**src/rtl/bus_transfer_sequencer.sv**
```systemverilog
// Sequences one register transfer on the shared 8-bit bus: drive, load, release.
// Exactly one source owns the bus while the destination load strobes fire.
module bus_transfer_sequencer #(
    parameter int NUM_REGS = 4,
    parameter int SEL_W    = 3
) (
    input  logic                clk,
    input  logic                reset,
    input  logic                req_valid,
    output logic                req_ready,
    input  logic [SEL_W-1:0]    req_src,
    input  logic                req_imm_en,
    input  logic [7:0]          req_imm,
    input  logic [NUM_REGS-1:0] req_dst_mask,
    output logic [NUM_REGS-1:0] bus_enable,
    output logic [NUM_REGS-1:0] load,
    output logic                imm_drive,
    output logic [7:0]          imm_out,
    output logic                busy,
    output logic                done,
    output logic                err
);

    typedef enum logic [1:0] {IDLE, DRIVE, LOAD, RELEASE} state_t;

    localparam logic [SEL_W:0] NUM_REGS_W = (SEL_W+1)'(NUM_REGS);

    state_t              state_q;
    logic                req_ready_q;
    logic [NUM_REGS-1:0] bus_enable_q;
    logic [NUM_REGS-1:0] load_q;
    logic [NUM_REGS-1:0] dst_q;
    logic                imm_drive_q;
    logic [7:0]          imm_out_q;
    logic                busy_q;
    logic                done_q;
    logic                err_q;

    logic accept;
    logic reject;

    function automatic logic [NUM_REGS-1:0] src_onehot(input logic [SEL_W-1:0] s);
        logic [NUM_REGS-1:0] oh;
        oh = '0;
        for (int i = 0; i < NUM_REGS; i++) begin
            if (s == SEL_W'(i)) oh[i] = 1'b1;
        end
        return oh;
    endfunction

    assign accept = req_valid && req_ready_q;
    assign reject = (req_dst_mask == '0) ||
                    (!req_imm_en && ({1'b0, req_src} >= NUM_REGS_W));

    always_ff @(posedge clk or negedge reset) begin
        if (!reset) begin
            state_q      <= IDLE;
            req_ready_q  <= 1'b1;
            bus_enable_q <= '0;
            load_q       <= '0;
            dst_q        <= '0;
            imm_drive_q  <= 1'b0;
            imm_out_q    <= 8'h00;
            busy_q       <= 1'b0;
            done_q       <= 1'b0;
            err_q        <= 1'b0;
        end else begin
            done_q <= 1'b0;
            err_q  <= 1'b0;
            case (state_q)
                IDLE: begin
                    req_ready_q <= 1'b1;
                    if (accept && reject) begin
                        // Rejected requests never touch the bus; ready drops for the err cycle only.
                        err_q       <= 1'b1;
                        req_ready_q <= 1'b0;
                    end else if (accept) begin
                        state_q     <= DRIVE;
                        busy_q      <= 1'b1;
                        req_ready_q <= 1'b0;
                        dst_q       <= req_dst_mask;
                        if (req_imm_en) begin
                            imm_drive_q <= 1'b1;
                            imm_out_q   <= req_imm;
                        end else begin
                            bus_enable_q <= src_onehot(req_src);
                        end
                    end
                end
                DRIVE: begin
                    // Source has had a full cycle to settle before destinations latch.
                    state_q <= LOAD;
                    load_q  <= dst_q;
                end
                LOAD: begin
                    state_q      <= RELEASE;
                    load_q       <= '0;
                    bus_enable_q <= '0;
                    imm_drive_q  <= 1'b0;
                    done_q       <= 1'b1;
                end
                RELEASE: begin
                    state_q     <= IDLE;
                    busy_q      <= 1'b0;
                    req_ready_q <= 1'b1;
                end
                default: begin
                    state_q      <= IDLE;
                    req_ready_q  <= 1'b1;
                    bus_enable_q <= '0;
                    load_q       <= '0;
                    imm_drive_q  <= 1'b0;
                    busy_q       <= 1'b0;
                end
            endcase
        end
    end

    assign req_ready  = req_ready_q;
    assign bus_enable = bus_enable_q;
    assign load       = load_q;
    assign imm_drive  = imm_drive_q;
    assign imm_out    = imm_out_q;
    assign busy       = busy_q;
    assign done       = done_q;
    assign err        = err_q;

endmodule

```
**config.mk**
```make
export PLATFORM = sky130hd
export DESIGN_NAME = bus_transfer_sequencer
export DESIGN_NICKNAME = d
export VERILOG_FILES = /design/src/rtl/bus_transfer_sequencer.sv
export SDC_FILE = /design/constraint.sdc
export NUM_CORES = 1
export LEC_CHECK = 0
export CAP_MARGIN = 15
export CORE_UTILIZATION = 35
export DETAILED_ROUTE_END_ITERATION = 6
export HOLD_SLACK_MARGIN = 0.06
export SYNTH_ARGS = -nofsm -noshare
export SYNTH_HDL_FRONTEND = slang
export SYNTH_SLANG_ARGS = --single-unit
```
**constraint.sdc**
```tcl
create_clock -name clk -period 4 [get_ports clk]
set_input_delay 0.4 -clock clk [delete_from_list [all_inputs] [get_ports clk]]
set_output_delay 0.4 -clock clk [all_outputs]
set_load 0.02 [all_outputs]
```
==> qor.log <==
INFO  timing         finClkSkew=0.00134ns
INFO  final_layout   fraction_of_layout_instances_using_a_drive_strength_above_1=20.1%
INFO  setup_path     cp_slowest_cell=sky130_fd_sc_hd__clkdlybuf4s50_1
INFO  logic_synthesis netlist_area=1250squm
INFO  setup_path     reg2reg_depth=5
INFO  die            ioPinCount=40
INFO  cts            worstSkewPairLatency=0.33ns
INFO  setup_path     path_max_fanout=6
INFO  power_and_ir_drop cellPowerDensity=685nW/um^2
INFO  grt            grt_antenna_before_repair=0
INFO  route          drcViolationCount=0
INFO  power_and_ir_drop vdd_drop_max=271uV
INFO  cts            cts.root.buffer_cell=sky130_fd_sc_hd__clkbuf_4
INFO  setup_path     worst_path_largest_cell_delay=0.61ns
INFO  route          wl_per_cell=13.1um
INFO  route          drtAntennaViolNets=0
INFO  worst_hold_path end_of_the_worst_hold_path=req_ready
INFO  final_layout   area.growth.synth_to_final=38.2%
INFO  setup_path     cp_cell_sequence=clkdlybuf4s50_1
INFO  final_layout   post_layout_inst_area=1730squm
INFO  setup_path     rr_endpoint=dst_q[1]
INFO  cts            cts.clk_slew.worst_paths=0.15ns
INFO  timing         final-max-slew-violation-count=0
INFO  logic_synthesis syn_nets=120
INFO  die            rows=21
INFO  route          detail_route.first_pass.iterations=4
INFO  die            die_h=61.8um
INFO  cts            cts_tree=yes
INFO  cts            clk_path_buf_depth=2
INFO  setup_path     worstSetupEndpointType=output pin
INFO  grt            first_global_vias=846
INFO  timing         finalHoldViolations=0
INFO  logic_synthesis synth.ff_latch_count=27
INFO  setup_path     worstSetupPathType=reg -> out
INFO  worst_hold_path timing.hold.worst.class=reg -> reg
INFO  die            die_area=3820squm
INFO  placement      post_dp_cell_area=1700squm
INFO  logic_synthesis yosys.cell_types.count=30
INFO  logic_synthesis yosysTopAreaCellShare=51.9%
INFO  route          route.final.wire_length=2430um
INFO  outcome        run_status=finished clean
INFO  setup_path     critical_path.n_buffers_inverters=1
INFO  setup_path     timing.critical_path.required=3.60ns
INFO  cts            level_count_of_the_clock_h_tree=1
INFO  grt            grt_max_degree=23
INFO  setup_path     timing.reg2reg.setup_slack=2.14ns
INFO  grt            groute.usage.overall=13.5%
INFO  die            design.core.area=3390squm
INFO  placement      hpwl_dp=1850um
INFO  die            initial_utilization=37.0%
INFO  timing         timing.max_slew.rel_slack=35.0%
INFO  timing         worst-slew-pin-transition=0.971ns
INFO  logic_synthesis postSynthAreaPerCell=12.9squm
INFO  cts            ctsResizeCount=0
INFO  cts            numCtsBuffers=3
INFO  setup_path     crit-reg2reg-launch=state_q[0]
INFO  placement      gp_routability_congestion=0.743
INFO  route          drt_iter0_drc=13
INFO  power_and_ir_drop total_leakage_power=0.723nW
INFO  worst_hold_path hold_path_startpoint=req_ready
INFO  flow_run       timing.max_cap.violations=0
INFO  timing         rsz0062_at_grt=false
INFO  logic_synthesis synth-warning-count=0
INFO  route          detailroute.via_count=903
INFO  final_layout   insertedDiodeCount=0
INFO  timing         final_period_minus_worst_setup_slack=1.94ns
INFO  final_layout   finalNetCount=163
INFO  timing         accumulated_negative_setup_slack=0ns
INFO  timing         max_clock_freq=0.516GHz
INFO  setup_path     critPathArrivalTime=1.54ns
INFO  route          routed_via_count_divided_by_cell_count=4.88
INFO  worst_hold_path worst_hold_path.num_cells=2
INFO  placement      io_buffer_count=39
INFO  cts            ctsHoldBuffers=0
INFO  logic_synthesis ranking_of_synthesized_cells_by_area=sky130_fd_sc_hd__dfrtp_1 (52%), sky130_fd_sc_hd__mux2_2 (12%), sky130_fd_sc_hd__ha_1 (4.0%)
INFO  setup_path     cp-start-kind=flop
INFO  logic_synthesis synthesis.instances=97
INFO  die            die_width=61.8um
INFO  cts            clock_sinks=27
INFO  setup_path     critPathTopFamily=buffers and inverters
INFO  timing         setup_viol=0
INFO  cts            cts_setup_buffers=0
INFO  grt            grt_overflow=0
INFO  logic_synthesis yosysTopAreaCell=sky130_fd_sc_hd__dfrtp_1
INFO  logic_synthesis synth-seq-area-share=54.0%
INFO  timing         final_min_period_over_clock_period=48.5%
INFO  grt            grt_first_pass_wirelength=3690um
==> power by group <==
part | internal [mW] | switching (mW)
logic | 0.306 | 0.305
registers | 0.391 | 0.0623
clock network | 0.0383 | 0.0831
total | 0.735 | 0.451
==> kinds of logic after synthesis <==
| group | synth area share, % |
|---|---|
| AO/OA/AOI/OAI | 10.7 |
| flip-flops | 54.0 |
| multiplexers | 12.5 |
| buffers and inverters | 3.00 |
| adder cells (fa/ha/maj) | 4.00 |
| AND/OR/NAND/NOR | 15.8 |
==> layout by cell type (no fill, tap or decap), types with 2 or more instances in the layout <==
cell and n:
sky130_fd_sc_hd__nand3b_1 4, sky130_fd_sc_hd__clkdlybuf4s50_1 39, sky130_fd_sc_hd__nor2_1 4, sky130_fd_sc_hd__dfrtp_1 26, sky130_fd_sc_hd__mux2_2 13, sky130_fd_sc_hd__ha_1 4
sky130_fd_sc_hd__inv_1 8, sky130_fd_sc_hd__nor3b_1 2, sky130_fd_sc_hd__clkbuf_4 3, sky130_fd_sc_hd__nand2b_1 2, sky130_fd_sc_hd__o311ai_0 3, sky130_fd_sc_hd__o21ai_0 4
sky130_fd_sc_hd__a22o_2 4, sky130_fd_sc_hd__nor3_1 3, sky130_fd_sc_hd__nand3_1 2
==> through the flow <==
step                util [%]  power (mW)  std cells  hold WS (ns)  setup WS (ns)
finish                  51.1        1.19        185         0.513           2.06
CTS                     51.1        1.20        185         0.516           2.04
detailed placement      50.2        1.08        181         0.495           1.85
global placement        50.2        1.06        181         0.486           1.86
floorplan                  -       0.823         97         0.104           2.38
global route            51.1        1.28        185         0.543           2.01
==> how the worst max path moves through the flow <==
stage               startpoint         end  slack [ns]  cells past startpoint
2_1_floorplan       state_q[0]    dst_q[0]        2.38                      5
3_3_place_gp   req_dst_mask[1]  imm_out[6]        1.86                      4
5_1_grt              req_ready   req_ready        2.01                      1
4_1_cts              req_ready   req_ready        2.04                      1
6_report             req_ready   req_ready        2.06                      1
3_5_place_dp   req_dst_mask[1]  imm_out[0]        1.85                      4
==> cell type report <==
cell class / instances / area, sq um
Timing Repair Buffer: 40 / 398
Clock buffer: 3 / 22.5
Multi-Input combinational cell: 60 / 538
Inverter: 8 / 30.0
Sequential cell: 27 / 677
Clock inverter: 1 / 7.51
Tap cell: 46 / 57.6
Fill cell: 296 / 1660
==> cells in the mapped netlist <==
master,count
sky130_fd_sc_hd__a21oi_1,1
sky130_fd_sc_hd__a22o_2,4
sky130_fd_sc_hd__a32oi_4,1
sky130_fd_sc_hd__and3_1,1
sky130_fd_sc_hd__and3_4,1
sky130_fd_sc_hd__and3b_1,1
sky130_fd_sc_hd__clkbuf_1,2
sky130_fd_sc_hd__dfrtp_1,26
sky130_fd_sc_hd__dfstp_2,1
sky130_fd_sc_hd__ha_1,4
sky130_fd_sc_hd__inv_1,8
sky130_fd_sc_hd__mux2_2,13
sky130_fd_sc_hd__mux2i_1,1
sky130_fd_sc_hd__nand2_1,1
sky130_fd_sc_hd__nand2b_1,2
sky130_fd_sc_hd__nand3_1,2
sky130_fd_sc_hd__nand3_4,1
sky130_fd_sc_hd__nand3b_1,4
sky130_fd_sc_hd__nor2_1,4
sky130_fd_sc_hd__nor2b_1,1
sky130_fd_sc_hd__nor3_1,3
sky130_fd_sc_hd__nor3b_1,2
sky130_fd_sc_hd__nor4_4,1
sky130_fd_sc_hd__o211ai_1,1
sky130_fd_sc_hd__o21ai_0,4
sky130_fd_sc_hd__o311ai_0,3
sky130_fd_sc_hd__o31ai_1,1
sky130_fd_sc_hd__or2b_1,1
sky130_fd_sc_hd__or3_1,1
sky130_fd_sc_hd__or4_4,1
==> registers in the layout, summed over array words and instances (netlist names), 2 cells and up <==
name and flops:
imm_out 8, bus_enable 4, dst_q 4, load 4, state_q 2
==> per-layer routing <==
metal / track usage [%] / vias to the layer above / part of all wire [%]
met5: 0 / - / 0
met2: 21.5 / 20 / 49
li1: - / 438 / -
met3: 2.48 / 4 / 4.6
met1: 16.9 / 441 / 45
met4: 8.57 / 0 / 1.4
Note: power is estimated with default switching activity, not from simulation.
==> RTL change: new RTL, same flow settings <==
Set the parameter `NUM_REGS` to 3 (it was 4).
--- a/src/rtl/bus_transfer_sequencer.sv
+++ b/src/rtl/bus_transfer_sequencer.sv
@@ -2,5 +2,5 @@
 // Exactly one source owns the bus while the destination load strobes fire.
 module bus_transfer_sequencer #(
-    parameter int NUM_REGS = 4,
+    parameter int NUM_REGS = 3,
     parameter int SEL_W    = 3
 ) (
Ports: changed (resized bus_enable, load and req_dst_mask); port bits go from 40 to 37. No check against the original RTL was run, so the function may have changed too.
==> RTL change against the unedited design <==
  * Maximum frequency is 1.5% lower
  * First-iteration DRC count increased by 46%
  * Synthesized area down 8.2%
  * Sequential cell count is 3 lower
  * Hold slack worse by 0.14 ns
  * Worst setup slack lost 0.029 ns
  * Sequential power is 11% lower
  * Routed wire length down 6.8%
  * Global-route usage grew 1.1 points
  * Critical endpoint is now state_q[1]$_DFFE_PN0P_
  * Power is 4.0% lower
  * Critical path depth rose by 4
  * Core utilization increased by 1.1 points
  * Final area decreased by 7.2%
==> RTL change: results (changes against the unedited design) <==
\begin{tabular}{lr}
\hline
Metric & Value \\
\hline
\multicolumn{2}{l}{\textbf{Status}} \\
\quad Status & complete, no violations (unchanged) \\
\multicolumn{2}{l}{\textbf{Synthesis}} \\
\quad Top cells by instance count after synthesis & 23 x dfrtp\_1, 8 x mux2\_4, 6 x inv\_1, 6 x nand2\_1 (was 26 x dfrtp\_1, 13 x mux2\_2, 8 x inv\_1) \\
\quad Count of mapped cells out of synthesis & 89 (was 97) \\
\quad Adder-cell area share of the yosys netlist & 3.26\% (was 4.00\%) \\
\quad Synth unique cells & 33 (was 30) \\
\quad Multiplexer area fraction after synthesis & 17.0\% (was 12.5\%) \\
\quad Portion of the post-synthesis area used by sequential elements & 52.3\% (was 54.0\%) \\
\multicolumn{2}{l}{\textbf{STA}} \\
\quad Least-Margin Pin Slew & 0.578 ns (was 0.971 ns) \\
\quad Crit share post-route & 49.2\% (was 48.5\%) \\
\quad Worst hold slack & 0.377 ns (was 0.513 ns) \\
\quad Post-route clock skew & 0.00252 ns (was 0.00134 ns) \\
\multicolumn{2}{l}{\textbf{Finish}} \\
\quad Final Instance Count excl. Fillers & 170 (was 185) \\
\quad Fillcell total & 300 (was 296) \\
\quad Fraction of layout instances using a drive strength above 1 & 20.6\% (was 20.1\%) \\
\quad Net count of the finished layout & 148 (was 163) \\
\multicolumn{2}{l}{\textbf{Critical path}} \\
\quad Maximum fanout encountered on the critical timing path & 14 (was 6) \\
\quad Launching element of the worst setup path & state\_q[0]\$\_DFFE\_PN0P\_ (was req\_ready\$\_DFFE\_PN1P\_) \\
\quad Maximum single-stage delay on the critical path & 0.48 ns (was 0.61 ns) \\
\multicolumn{2}{l}{\textbf{Placed design}} \\
\quad Area post-placement & 1540 um2 (was 1700 um2) \\
\quad Post-DP HPWL & 1660 um (was 1850 um) \\
\quad Buffers added on ports & 36 (was 39) \\
\quad Pre-CTS setup slack & 1.97 ns (was 1.85 ns) \\
\multicolumn{2}{l}{\textbf{Power and ir drop}} \\
\quad Switching fraction of total power & 35.9\% (was 38.0\%) \\
\quad Proportion of power drawn by flip-flops and latches & 35.6\% (was 38.2\%) \\
\quad Leakage power of the design & 0.690 nW (was 0.723 nW) \\
\multicolumn{2}{l}{\textbf{Global routing}} \\
\quad GR Util All Layers & 14.6\% (was 13.5\%) \\
\quad GR Util met1 & 20.3\% (was 16.9\%) \\
\quad Met3 Resource Use GR & 2.84\% (was 2.48\%) \\
\quad Met2 layer usage reported by global route & 22.6\% (was 21.5\%) \\
\multicolumn{2}{l}{\textbf{Routing}} \\
\quad Sum of routed wire length over all layers & 2270 um (was 2430 um) \\
\quad Average vias per placed instance & 4.88 (about the same) \\
\quad Length of routed met3 wiring & 100 um (was 113 um) \\
\hline
\end{tabular}
RTL change: cell count changes after synthesis, sizes merged, moves of 4 or more:
cell,before,now
nand2,1,6
a22o,4,0
a31o,0,4
nand3b,4,0
RTL change: final cells by class:
class / count / area, um2 / area share, %
multi-input combinational: 55 / 503 / 31.3
sequential: 24 / 602 / 37.5
inverter: 6 / 22.5 / 1.40
clock buffer: 4 / 36.3 / 2.26
timing repair buffer: 37 / 388 / 24.1
tap: 44 / 55.1 / 3.43
RTL change: worst max-delay path, delay by kind of cell, from the launching register on:
| kind | cells | cell delay (ns) |
|---|---|---|
| AO/OA/AOI/OAI | 1 | 0.09 |
| AND/OR/NAND/NOR | 1 | 0.48 |
| adder cells (fa/ha/maj) | 1 | 0.41 |
| buffers and inverters | 1 | 0.10 |
| flip-flops | 1 | 0.41 |
| multiplexers | 1 | 0.38 |
